## config.mk

```make
export PLATFORM = sky130hd
export DESIGN_NAME = prb_fsync_rd_ctrl_flat
export DESIGN_NICKNAME = d
export VERILOG_FILES = /design/src/rtl/prb_fsync_rd_if.sv /design/src/rtl/prb_fsync_rd_ctrl.sv /design/src/flat_wrapper.sv
export SDC_FILE = /design/constraint.sdc
export NUM_CORES = 1
export LEC_CHECK = 0
export CAP_MARGIN = 25
export CELL_PAD_IN_SITES_DETAIL_PLACEMENT = 1
export CELL_PAD_IN_SITES_GLOBAL_PLACEMENT = 2
export CORE_MARGIN = 1.5
export CORE_UTILIZATION = 25
export CTS_CLUSTER_SIZE = 8
export DETAILED_ROUTE_END_ITERATION = 16
export HOLD_SLACK_MARGIN = 0.08
export PLACE_DENSITY_LB_ADDON = 0.15
export SETUP_SLACK_MARGIN = 0.02
export SLEW_MARGIN = 20
export SYNTH_ARGS = -nofsm -noshare
export SYNTH_HDL_FRONTEND = slang
export SYNTH_SLANG_ARGS = --single-unit
```

## constraint.sdc

```tcl
create_clock -name i_clk -period 2.1 [get_ports i_clk]
set_input_delay 0.63 -clock i_clk [delete_from_list [all_inputs] [get_ports i_clk]]
set_output_delay 0.63 -clock i_clk [all_outputs]
set_load 0.02 [all_outputs]
```

## src/rtl/prb_fsync_rd_if.sv

```systemverilog
// Reference-sample stream from the fsync ROM read sequencer to the correlator.
interface prb_fsync_rd_if #(
  parameter int DAT_W = 24
);
  logic [DAT_W-1:0] m_dat;
  logic             m_valid;
  logic             m_ready;
  logic             m_last;

  modport master (output m_dat, output m_valid, output m_last, input m_ready);
  modport slave  (input m_dat, input m_valid, input m_last, output m_ready);
endinterface

```

## src/rtl/prb_fsync_rd_ctrl.sv

```systemverilog
// Read sequencer for the preamble frequency-sync reference ROM: latches a band,
// waits for the band offset to settle, then streams one segment through a small FIFO.
module prb_fsync_rd_ctrl #(
  parameter int ADDR_W     = 13,
  parameter int DAT_W      = 24,
  parameter int SEG_LEN    = 1024,
  parameter int FIFO_DEPTH = 4,
  parameter int SETUP_CYC  = 2
) (
  input  logic              i_clk,
  input  logic              i_rst_n,
  input  logic              i_start,
  input  logic              i_abort,
  input  logic [2:0]        i_index_bw,
  output logic [ADDR_W-1:0] o_rom_addr,
  output logic [2:0]        o_rom_index_bw,
  input  logic [DAT_W-1:0]  i_rom_dat,
  prb_fsync_rd_if.master    m_if,
  output logic              o_busy,
  output logic              o_done,
  output logic              o_err_bw
);
  localparam int PTR_W = (FIFO_DEPTH > 1) ? $clog2(FIFO_DEPTH) : 1;
  localparam int CNT_W = PTR_W + 1;
  localparam int SC_W  = (SETUP_CYC > 1) ? $clog2(SETUP_CYC) : 1;
  localparam logic [2:0]        MAX_BW    = 3'd5;
  localparam logic [ADDR_W-1:0] LAST_ADDR = ADDR_W'(SEG_LEN - 1);

  typedef enum logic [1:0] {S_IDLE, S_SETUP, S_RUN, S_DRAIN} state_t;

  state_t            r_state;
  state_t            w_state_nxt;
  logic [SC_W-1:0]   r_setup_cnt;
  logic [ADDR_W-1:0] r_addr;
  logic [2:0]        r_index_bw;
  logic              r_in_flight;
  logic              r_in_flight_last;
  logic [DAT_W:0]    r_mem [FIFO_DEPTH];
  logic [PTR_W-1:0]  r_wr_ptr;
  logic [PTR_W-1:0]  r_rd_ptr;
  logic [CNT_W-1:0]  r_count;
  logic              r_done;
  logic              r_err_bw;

  logic w_accept;
  logic w_reject;
  logic w_issue;
  logic w_done_evt;
  logic w_push;
  logic w_pop;
  logic w_can_issue;
  logic w_addr_last;
  logic w_head_last;
  logic w_valid;

  // Credit check counts the read still in flight so the FIFO can never overflow.
  assign w_can_issue = (r_count + CNT_W'(r_in_flight)) < CNT_W'(FIFO_DEPTH);
  assign w_addr_last = (r_addr == LAST_ADDR);
  assign w_valid     = (r_count != '0);
  assign w_head_last = r_mem[r_rd_ptr][DAT_W];
  assign w_pop       = w_valid & m_if.m_ready;
  assign w_push      = r_in_flight & ~i_abort;

  always_ff @(posedge i_clk or negedge i_rst_n) begin
    if (!i_rst_n) r_state <= S_IDLE;
    else          r_state <= w_state_nxt;
  end

  always_comb begin
    w_state_nxt = r_state;
    w_accept    = 1'b0;
    w_reject    = 1'b0;
    w_issue     = 1'b0;
    w_done_evt  = 1'b0;
    case (r_state)
      S_IDLE: begin
        if (i_start) begin
          if (i_index_bw <= MAX_BW) begin
            w_accept    = 1'b1;
            w_state_nxt = S_SETUP;
          end else begin
            w_reject = 1'b1;
          end
        end
      end
      S_SETUP: begin
        if (r_setup_cnt == '0) w_state_nxt = S_RUN;
      end
      S_RUN: begin
        if (w_can_issue) begin
          w_issue = 1'b1;
          if (w_addr_last) w_state_nxt = S_DRAIN;
        end
      end
      S_DRAIN: begin
        if (w_pop && w_head_last) begin
          w_done_evt  = 1'b1;
          w_state_nxt = S_IDLE;
        end
      end
      default: w_state_nxt = S_IDLE;
    endcase
    if (i_abort) begin
      w_state_nxt = S_IDLE;
      w_accept    = 1'b0;
      w_reject    = 1'b0;
      w_issue     = 1'b0;
      w_done_evt  = 1'b0;
    end
  end

  always_ff @(posedge i_clk or negedge i_rst_n) begin
    if (!i_rst_n) begin
      r_setup_cnt      <= '0;
      r_addr           <= '0;
      r_index_bw       <= MAX_BW;
      r_in_flight      <= 1'b0;
      r_in_flight_last <= 1'b0;
      r_done           <= 1'b0;
      r_err_bw         <= 1'b0;
    end else begin
      r_done           <= w_done_evt;
      r_err_bw         <= w_reject;
      r_in_flight      <= w_issue;
      r_in_flight_last <= w_issue & w_addr_last;
      if (w_accept) r_index_bw <= i_index_bw;
      if (w_accept) begin
        r_setup_cnt <= SC_W'(SETUP_CYC - 1);
      end else if (r_state == S_SETUP && r_setup_cnt != '0) begin
        r_setup_cnt <= r_setup_cnt - SC_W'(1);
      end
      // Address shows the next read to issue; parks at the last address while draining.
      if (w_state_nxt == S_IDLE) begin
        r_addr <= '0;
      end else if (w_issue && !w_addr_last) begin
        r_addr <= r_addr + ADDR_W'(1);
      end
    end
  end

  always_ff @(posedge i_clk or negedge i_rst_n) begin
    if (!i_rst_n) begin
      r_wr_ptr <= '0;
      r_rd_ptr <= '0;
      r_count  <= '0;
    end else if (i_abort) begin
      r_wr_ptr <= '0;
      r_rd_ptr <= '0;
      r_count  <= '0;
    end else begin
      if (w_push) r_wr_ptr <= r_wr_ptr + PTR_W'(1);
      if (w_pop)  r_rd_ptr <= r_rd_ptr + PTR_W'(1);
      case ({w_push, w_pop})
        2'b10:   r_count <= r_count + CNT_W'(1);
        2'b01:   r_count <= r_count - CNT_W'(1);
        default: r_count <= r_count;
      endcase
    end
  end

  always_ff @(posedge i_clk) begin
    if (w_push) r_mem[r_wr_ptr] <= {r_in_flight_last, i_rom_dat};
  end

  assign m_if.m_valid   = w_valid;
  assign m_if.m_dat     = r_mem[r_rd_ptr][DAT_W-1:0];
  assign m_if.m_last    = w_valid & w_head_last;
  assign o_rom_addr     = r_addr;
  assign o_rom_index_bw = r_index_bw;
  assign o_busy         = (r_state != S_IDLE);
  assign o_done         = r_done;
  assign o_err_bw       = r_err_bw;
endmodule
```

## src/flat_wrapper.sv

```systemverilog
// flat-port wrapper written by rule: the top's interface ports become plain ports
module prb_fsync_rd_ctrl_flat 
#(
  parameter int ADDR_W     = 13,
  parameter int DAT_W      = 24,
  parameter int SEG_LEN    = 1024,
  parameter int FIFO_DEPTH = 4,
  parameter int SETUP_CYC  = 2
)
  (i_clk, i_rst_n, i_start, i_abort, i_index_bw, o_rom_addr, o_rom_index_bw, i_rom_dat, o_busy, o_done, o_err_bw, m_if_m_dat, m_if_m_valid, m_if_m_last, m_if_m_ready);
  prb_fsync_rd_if #(.DAT_W(DAT_W)) m_if_i ();
  input  logic i_clk;
  input  logic i_rst_n;
  input  logic i_start;
  input  logic i_abort;
  input  logic [2:0] i_index_bw;
  output logic [ADDR_W-1:0] o_rom_addr;
  output logic [2:0] o_rom_index_bw;
  input  logic [DAT_W-1:0] i_rom_dat;
  output logic o_busy;
  output logic o_done;
  output logic o_err_bw;
  output wire logic [$bits(m_if_i.m_dat)-1:0] m_if_m_dat;
  output wire logic [$bits(m_if_i.m_valid)-1:0] m_if_m_valid;
  output wire logic [$bits(m_if_i.m_last)-1:0] m_if_m_last;
  input wire logic [$bits(m_if_i.m_ready)-1:0] m_if_m_ready;
  assign m_if_m_dat = m_if_i.m_dat;
  assign m_if_m_valid = m_if_i.m_valid;
  assign m_if_m_last = m_if_i.m_last;
  assign m_if_i.m_ready = m_if_m_ready;
  prb_fsync_rd_ctrl #(.ADDR_W(ADDR_W), .DAT_W(DAT_W), .SEG_LEN(SEG_LEN), .FIFO_DEPTH(FIFO_DEPTH), .SETUP_CYC(SETUP_CYC)) u_core (.i_clk(i_clk), .i_rst_n(i_rst_n), .i_start(i_start), .i_abort(i_abort), .i_index_bw(i_index_bw), .o_rom_addr(o_rom_addr), .o_rom_index_bw(o_rom_index_bw), .i_rom_dat(i_rom_dat), .m_if(m_if_i), .o_busy(o_busy), .o_done(o_done), .o_err_bw(o_err_bw));
endmodule
```

## After elaboration in Yosys (flattened, before gate mapping)

Memories as Yosys holds them, arrays and structs flattened.
Cells that the tools add are included.

| operators by class | value |
|---|---|
| add/sub/neg operators | 7 |
| $mul | 0 |
| div/mod/pow operators | 0 |
| order comparisons | 2 |
| eq/ne operators | 6 |
| shift operators | 0 |
| multiplexer cells | 34 |
| bitwise operators | 5 |
| reductions and logical operators | 13 |

Operators by type and width:

| operator | count |
|---|---|
| 2-to-1 mux 13 bit | 2 |
| 2-to-1 mux 2 bit | 11 |
| 2-to-1 mux 1 bit | 18 |
| adder 13 x 1 -> 13 bit (second input constant) | 1 |
| equality test 13 x 10 -> 1 bit (second input constant) | 1 |
| nonzero test 2 bit | 5 |
| case mux 2 bit (4 select lines) | 1 |
| equality test 2 bit (second input constant) | 3 |
| case mux 3 bit (2 select lines) | 1 |
| nonzero test 3 bit | 2 |
| adder 2 x 1 -> 2 bit (second input constant) | 2 |
| AND 1 bit | 4 |
| equality test 2 x 1 -> 1 bit (second input constant) | 2 |
| zero test 2 bit | 2 |
| adder 3 x 1 -> 3 bit | 1 |
| adder 3 x 1 -> 3 bit (second input constant) | 1 |
| less-or-equal comparator 3 bit (second input constant) | 1 |
| logical AND 1 bit | 3 |
| < comparator 3 bit (second input constant) | 1 |
| 2-to-1 mux 3 bit | 1 |
| subtractor 3 x 1 -> 3 bit (second input constant) | 1 |
| zero test 1 bit | 1 |
| inverter 1 bit | 1 |
| subtractor 1 bit (second input constant) | 1 |

| word-level totals | value |
|---|---|
| bits in registers | 30 |
| latch bits | 0 |
| bits in writable memories | 100 |
| bits in read-only memories | 0 |
| logic and storage cells | 79 |
| memories | 1 |

Memories:

| memory | words | width | rd ports | clocked after Yosys merged registers in | write ports | line | source |
|---|---|---|---|---|---|---|---|
| u_core.r_mem | 4 | 25 | 1 | 0 | 1 | prb_fsync_rd_ctrl.sv:38 | `logic [DAT_W:0] r_mem [FIFO_DEPTH];` |

## Longest topological paths before layout

Gate-level depths: netlist of run 1.

| depth | value |
|---|---|
| depth after elaboration | 8 |
| depth in mapped cells | 8 |

## Worst setup path before layout of run 1

Ideal clock, no wire load.

| timing path | value |
|---|---|
| path kind | input to register |
| start point | input port i_abort |
| end point | register u_core.r_count[2] |
| library setup time | 0.136 ns |
| arrival | 2.076 ns |
| required time | 1.964 ns |
| setup slack | -0.112 ns |
| stages | 8 |
| path buffers | 1 |
| cells stage by stage | clkbuf_1 > nor2b_1 > nor2_1 > fa_1 > or3_1 > nand2_1 > xnor2_1 > nor2_1 |

| between the ends | value |
|---|---|
| word-level cells in the longest chain between the ends | 5 |
| elaborated cells between the ends (all ways) | 7 |
| those cells by class | 2 x eq/ne; 2 x mux; 2 x bitwise; 1 x reduce/logical |

RTL lines:

| what | line | source |
|---|---|---|
| from (decl) | flat_wrapper.sv:15 | `input logic i_abort;` |
| inverter 1 bit | prb_fsync_rd_ctrl.sv:62 | `assign w_push = r_in_flight & ~i_abort;` |
| AND 1 bit | prb_fsync_rd_ctrl.sv:62 |  |
| equality test 2 x 1 -> 1 bit or equality test 2 bit (tied branches) | prb_fsync_rd_ctrl.sv:153 | `case ({w_push, w_pop})` |
| case mux 3 bit (2 select lines) | prb_fsync_rd_ctrl.sv:153 |  |
| 2-to-1 mux 3 bit | prb_fsync_rd_ctrl.sv:146 | `end else if (i_abort) begin` |
| to (signal assigned) | prb_fsync_rd_ctrl.sv:154 | `2'b10: r_count <= r_count + CNT_W'(1);` |
| to (signal assigned) | prb_fsync_rd_ctrl.sv:155 | `2'b01: r_count <= r_count - CNT_W'(1);` |
| to (signal assigned) | prb_fsync_rd_ctrl.sv:156 | `default: r_count <= r_count;` |
| to (decl) | prb_fsync_rd_ctrl.sv:41 | `logic [CNT_W-1:0] r_count;` |

Parallel ways exist; a longest one is shown, timed or not.
A chain may end at the register's enable or synchronous reset.

## Final worst setup path of run 1

| timing path | value |
|---|---|
| start point | register u_core.r_rd_ptr[0] |
| end point | output port m_if_m_last |

| between the ends | value |
|---|---|
| word-level cells in the longest chain between the ends | 2 |

RTL lines:

| what | line | source |
|---|---|---|
| from (decl) | prb_fsync_rd_ctrl.sv:40 | `logic [PTR_W-1:0] r_rd_ptr;` |
| from (signal assigned) | prb_fsync_rd_ctrl.sv:152 | `if (w_pop) r_rd_ptr <= r_rd_ptr + PTR_W'(1);` |
| memory read (4 x 25 bit) | n/a |  |
| AND 1 bit | prb_fsync_rd_ctrl.sv:167 | `assign m_if.m_last = w_valid & w_head_last;` |
| to (decl) | flat_wrapper.sv:25 | `output wire logic [$bits(m_if_i.m_last)-1:0] m_if_m_last;` |

Every way passes these cells.

==> results of run 1 <==
## state kept, by name (all words and copies together) (netlist names), 2 cells and up
register and count:
u_core.r_mem 100, u_core.o_rom_addr 13, u_core.o_rom_index_bw 3, u_core.r_count 3
u_core.r_rd_ptr 2, u_core.r_state 2, u_core.r_wr_ptr 2
## cell usage in the layout (no fill, tap or decap), types with 3 or more instances in the layout
cell             synthesis  final
buf_4                    0     34
mux4_2                  21     25
buf_12                   0     11
clkbuf_16                0     17
buf_2                    3      4
nor4_1                   6      5
or3_1                    4      4
and2_1                   6      3
o21ai_1                  1      3
nor2_1                  19     19
nor2_2                  10      9
clkinv_1                 0      3
inv_1                    4      4
xnor2_1                 14     14
dlygate4sd2_1            0     15
and4_1                   3      3
edfxtp_1               100    100
nor3_1                   6      5
buf_6                    2     25
nand2_1                 13     13
clkdlybuf4s50_1          0     34
a21oi_1                  3      3
nand3_1                  5      5
inv_6                    0      4
dfrtp_1                 28     27
ha_1                     5      5
## worst min path at each step
stage	to	startpoint	slack, ns	cells past startpoint
after floorplan	u_core.o_done	i_rst_n	0.33	0
after global placement	u_core.r_mem[2][24]	u_core.r_in_flight_last	0.48	0
after detailed placement	u_core.o_rom_index_bw[2]	u_core.o_rom_index_bw[2]	0.50	2
after CTS	u_core.o_rom_index_bw[2]	u_core.o_rom_index_bw[2]	0.51	2
after global routing	u_core.r_mem[2][24]	u_core.r_in_flight_last	0.54	0
final	u_core.o_rom_index_bw[2]	u_core.o_rom_index_bw[2]	0.51	2
## cell families after synthesis
| kind of cell | synth area share, % |
|---|---|
| flops | 71.3 |
| mux | 11.6 |
| fa+ha+maj | 1.57 |
| buf+inv | 1.28 |
| compound gates | 2.59 |
| xor+xnor | 2.49 |
| simple gates | 9.24 |
## power breakdown
part / internal [W] / switching [W]
logic: 0.000583 / 0.000537
registers: 0.00286 / 0.0000423
clock network: 0.00164 / 0.00116
total: 0.00508 / 0.00174
## cell type report
cell class / instances / area [um2]
Timing Repair Buffer: 126 / 1300
Clock buffer: 17 / 425
Fill cell: 2113 / 13000
Inverter: 4 / 15.0
Multi-Input combinational cell: 154 / 1490
Clock inverter: 15 / 130
Sequential cell: 130 / 3760
Tap cell: 270 / 338
## repair_timing
| action | in CTS | in global routing |
|---|---|---|
| pin swaps | 2 | 9 |
| gates resized for setup | 166 | 24 |
| cloned | 1 | 0 |
| setup buffers | 4 | 3 |
| endpoints found under the setup margin | 43 | 40 |
## tightest hold or removal path, delay by kind of cell (launching register included)
kind / cells / cell delay [ns]
DFF: 1 / 0.36
and+or+nand+nor: 2 / 0.15
## per-stage QoR
| stage | hold slack, ns | util, % |
|---|---|---|
| after floorplan | 0.334 | - |
| after global placement | 0.478 | 33.2 |
| after detailed placement | 0.501 | 33.2 |
| after CTS | 0.509 | 36.0 |
| after global routing | 0.539 | 36.5 |
| final | 0.506 | 36.5 |
## routing by layer
layer	up-vias	share of wire (%)
met1	1604	44
met4	0	1.1
li1	1430	-
met3	12	4.5
met2	65	51
met5	-	0
==> metrics.txt, run 1 <==
final setup vio count=36; Tmin final=2.41 ns; CTS tree=yes; CTS H-tree lvls=4; initial drt markers=118; CP max FO=4; worst path bufs/invs=2; final instance area=7450 um2; GP Congestion=0.704; PnR worst setup slack=-0.307 ns; pwr/cell area=915 nW/um2; Netlist cell types=47; yosys warns=0; Post-synth EDFFs=100; largest net degree at the start of global routing=31; Post-Syn Area=5270 um2; most numerous cell in the Yosys netlist=edfxtp_1; fin nets=471; Die W=148 um; status=finished with violations; Worst Reg-to-Reg Cells=9; drt via density=4.34; Cells after Synth=297; number of remaining DRC errors=0; worst-case clock buffer depth=2; Peak Freq=0.415 GHz; kind of cell adding the most delay to the critical path=multiplexers; Placed Instances=677; most used routing layer=met2; Peak VDD IR=560 uV; Final Hold Vio Count=0; crit path kind=flip-flop to output pin; max_cap viols=0; Die ar.=22000 um2; Post-synth top cells=edfxtp_1 (100), dfrtp_1 (28), mux4_2 (21); Critical Path Sink Type=output pin; Synth Area per Inst=17.7 um2; syn nets=335; RSZ-0062 raised after global routing=true; Synth async-reset ratio=23.1%; # IOs=77; Hold Crit Class=flip-flop to flip-flop; Tcrit/Tclk final=115%; Hold Buf Count CTS=0; Area Growth Syn to Fin=41.4%; dpl ws=-0.395 ns; DP HPWL=8390 um; CP arrival=1.78 ns; Max Transition Viols Final=0; Die Span Y=148 um; number of global-route vias before repair=3424; Clock Latency Late Sink=0.41 ns; cell taking the most area after synthesis=edfxtp_1; overall power=0.00682 W; routed wire length per instance=17.4 um; CP startpoint=u_core.r_rd_ptr[0]; Crit. path cell count=4; Final Non-Filler Cells=716; drt first pass iters=4; met3 Use GR=3.53%; grt ovf=0; Synth Flop Type=edfxtp_1; Initial Utilization=25.8%; register area share after synthesis=71.3%; Critical Path Max Stage Delay=0.55 ns; CP endpoint=m_if_m_last; initial antenna violation count=0; R2R Path Start=u_core.r_rd_ptr[0]; worst flop-to-flop path endpoint=u_core.o_rom_addr[8]; reg-to-reg slack, setup=-0.07 ns; ant diodes=0; Setup Skew=0.00612 ns; Root Buffer=clkbuf_16; clk slew on worst S/H paths=0.06 ns; Rows=52; Port Buffers=76; Antenna Nets Post-Route=0; Worst-Margin Slew=0.648 ns; number of synthesized register bits=130; critical-path cell list=buf_12 > mux4_2 > and2_4 > buf_6; share of cells above drive strength 1=36.5%; core area=20400 um2; Rel. slew slack=56.5%; dpl cell area=6780 um2; required time worst endpoint=1.47 ns; clk sinks=130; first-pass GRT wire length=19600 um; Post-Route WL=12500 um; cts bufs inserted=17; GR Util met2=20.6%; CP startpoint kind=flip-flop; Synth area leaders=edfxtp_1 (57%), dfrtp_1 (13%), mux4_2 (9.0%); Lkg Pwr=2.67 nW; via count=3111; failing checks=setup timing; GRT Resource Usage Total=12.1%; Yosys top cell area share=57.0%; total negative slack=-7.18 ns; met1 usage=14.9%; CP max-delay cell=mux4_2
(Power assumes the default switching activity.)
==> inputs of run 2 (changes only) <==
--- a/config.mk
+++ b/config.mk
@@ -13,7 +13,7 @@
 export CTS_CLUSTER_SIZE = 8
 export DETAILED_ROUTE_END_ITERATION = 16
 export HOLD_SLACK_MARGIN = 0.08
-export PLACE_DENSITY_LB_ADDON = 0.15
+export PLACE_DENSITY_LB_ADDON = 0.08
 export SETUP_SLACK_MARGIN = 0.02
 export SLEW_MARGIN = 20
 export SYNTH_ARGS = -nofsm -noshare
==> run 2 against run 1 <==
The run still ends with setup timing left. Register-to-register slack gained 0.13 ns. Critical endpoint is now m_if_m_dat[10]. Largest power group unchanged. Hold slack worse by 0.0014 ns. Die area stayed put.
==> metrics.txt, run 2 (synthesis results as in run 1) <==
CTS H-tree lvls=4 (unchanged); number of remaining DRC errors=0 (unchanged); Initial Utilization=25.8% (unchanged); max reg flops=100 (unchanged); Final Non-Filler Cells=715 (was 716); Root Buffer=clkbuf_16 (unchanged); Critical Path Sink Type=output pin (unchanged); cts bufs inserted=17 (unchanged); Clock Latency Late Sink=0.42 ns (was 0.41 ns); failing checks=setup timing (unchanged); core area=20400 um2 (unchanged); ant diodes=0 (unchanged); Hold Buf Count CTS=0 (unchanged); PnR worst setup slack=-0.323 ns (was -0.307 ns); Max Transition Viols Final=0 (unchanged); share of cells above drive strength 1=36.2% (was 36.5%); WL met1=5510 um (was 5420 um); Die ar.=22000 um2 (unchanged); fin nets=470 (was 471); Peak VDD IR=549 uV (was 560 uV); routed wire length per instance=17.1 um (was 17.4 um); RSZ-0062 raised after global routing=true (unchanged); status=finished with violations (unchanged); Die W=148 um (unchanged); WL met3=451 um (was 566 um); Final Hold Vio Count=0 (unchanged); worst hold stages=2 (unchanged); Die Span Y=148 um (unchanged); final setup vio count=25 (was 36); most frequent cells in the layout=edfxtp_1 (100), clkdlybuf4s50_1 (33), buf_6 (31), buf_4 (31), dfrtp_1 (27) (was edfxtp_1 (100), clkdlybuf4s50_1 (34), buf_4 (34)); Hold Crit Class=flip-flop to flip-flop (unchanged); clk sinks=130 (unchanged); worst-case clock buffer depth=2 (unchanged); Antenna Nets Post-Route=0 (unchanged); via count=3059 (was 3111); total negative slack=-7.17 ns (was -7.18 ns); Lkg Pwr=2.69 nW (was 2.67 nW); GP Congestion=0.700 (was 0.704); reg-to-reg slack, setup=0.06 ns (was -0.07 ns); DP HPWL=7920 um (was 8390 um); Setup Skew=0.00800 ns (was 0.00612 ns); Worst-Margin Slew=0.409 ns (was 0.648 ns); CTS tree=yes (unchanged); Area Growth Syn to Fin=42.4% (was 41.4%); CP arrival=1.79 ns (was 1.78 ns); initial drt markers=107 (was 118); overall power=0.00698 W (was 0.00682 W); CP max FO=6 (was 4); Peak Freq=0.413 GHz (was 0.415 GHz); Post-Route WL=12200 um (was 12500 um); crit path kind=flip-flop to output pin (unchanged); CP startpoint kind=flip-flop (unchanged); clk slew on worst S/H paths=0.06 ns (about the same); Rows=52 (unchanged); drt first pass iters=4 (unchanged); # IOs=77 (unchanged); grt ovf=0 (unchanged); Port Buffers=76 (unchanged); number of global-route vias before repair=3359 (was 3424); initial antenna violation count=0 (unchanged); pwr/cell area=930 nW/um2 (was 915 nW/um2); highest routed layer=met4 (unchanged); GRT Resource Usage Total=12.0% (was 12.1%); Tmin final=2.42 ns (was 2.41 ns); Top reg by flops=u_core.r_mem (unchanged); required time worst endpoint=1.47 ns (about the same); drt via density=4.28 (was 4.34); max_cap viols=0 (unchanged); largest net degree at the start of global routing=31 (unchanged); Tcrit/Tclk final=115% (about the same); most common cell after layout, fill and taps aside=edfxtp_1 (unchanged); first-pass GRT wire length=19200 um (was 19600 um); dpl ws=-0.451 ns (was -0.395 ns); met2 wire len=6060 um (was 6330 um); Worst Reg-to-Reg Cells=9 (unchanged); Placed Instances=673 (was 677); Rel. slew slack=72.4% (was 56.5%); Fillers=2104 (was 2113)
run 2: per-stage QoR:
| stage | util (%) | instance area, um2 | hold slack [ns] |
|---|---|---|---|
| 3_3_place_gp | 33.1 | 6760 | 0.489 |
| 4_1_cts | 36.0 | 7360 | 0.509 |
| 3_5_place_dp | 33.1 | 6760 | 0.495 |
| 5_1_grt | 36.7 | 7500 | 0.521 |
| 6_report | 36.7 | 7500 | 0.505 |
| 2_1_floorplan | - | 5280 | 0.334 |
run 2: layout make-up:
type / instances / area (um2) / share of cell area [%]
timing repair buffer: 125 / 1330 / 17.7
clock buffer: 17 / 425 / 5.67
sequential: 130 / 3760 / 50.1
inverter: 4 / 15.0 / 0.200
multi-input combinational: 154 / 1480 / 19.7
clock inverter: 15 / 158 / 2.10
tap: 270 / 338 / 4.50
run 2: power by group:
| part | internal [W] | switching (W) | total (W) |
|---|---|---|---|
| logic | 0.000623 | 0.000548 | 0.00117 |
| registers | 0.00286 | 0.0000453 | 0.00290 |
| clock network | 0.00176 | 0.00115 | 0.00290 |
| total | 0.00524 | 0.00174 | 0.00698 |
run 2: worst max-delay path, stage by stage, from the launching register on:
cell	delay [ns]
dfrtp_2	0.42
buf_6	0.15
buf_12	0.13
mux4_2	0.53
buf_6	0.15
run 2: final timing paths:
check                                         startpoint                        to
worst max-delay path                  u_core.r_rd_ptr[0]            m_if_m_dat[10]
worst min-delay path            u_core.o_rom_index_bw[2]  u_core.o_rom_index_bw[2]
worst max register to register         u_core.r_count[0]         u_core.r_count[2]
worst min register to register  u_core.o_rom_index_bw[2]  u_core.o_rom_index_bw[2]
max in group asynchronous                        i_rst_n        u_core.r_rd_ptr[0]
min in group asynchronous                        i_rst_n      u_core.o_rom_addr[8]
run 2: what timing repair did:
action / 4_1_cts / 5_1_grt
gates resized for setup: 166 / 33
pin swaps: 2 / 7
endpoints found under the setup margin: 42 / 41
gates cloned: 1 / 1
setup buffers: 3 / 6
run 2: routing by layer:
layer / up-vias / GRT usage [%]
li1: 1421 / -
met1: 1565 / 15.1
met2: 62 / 19.2
met3: 11 / 3.68
met4: 0 / 4.75
met5: - / 0
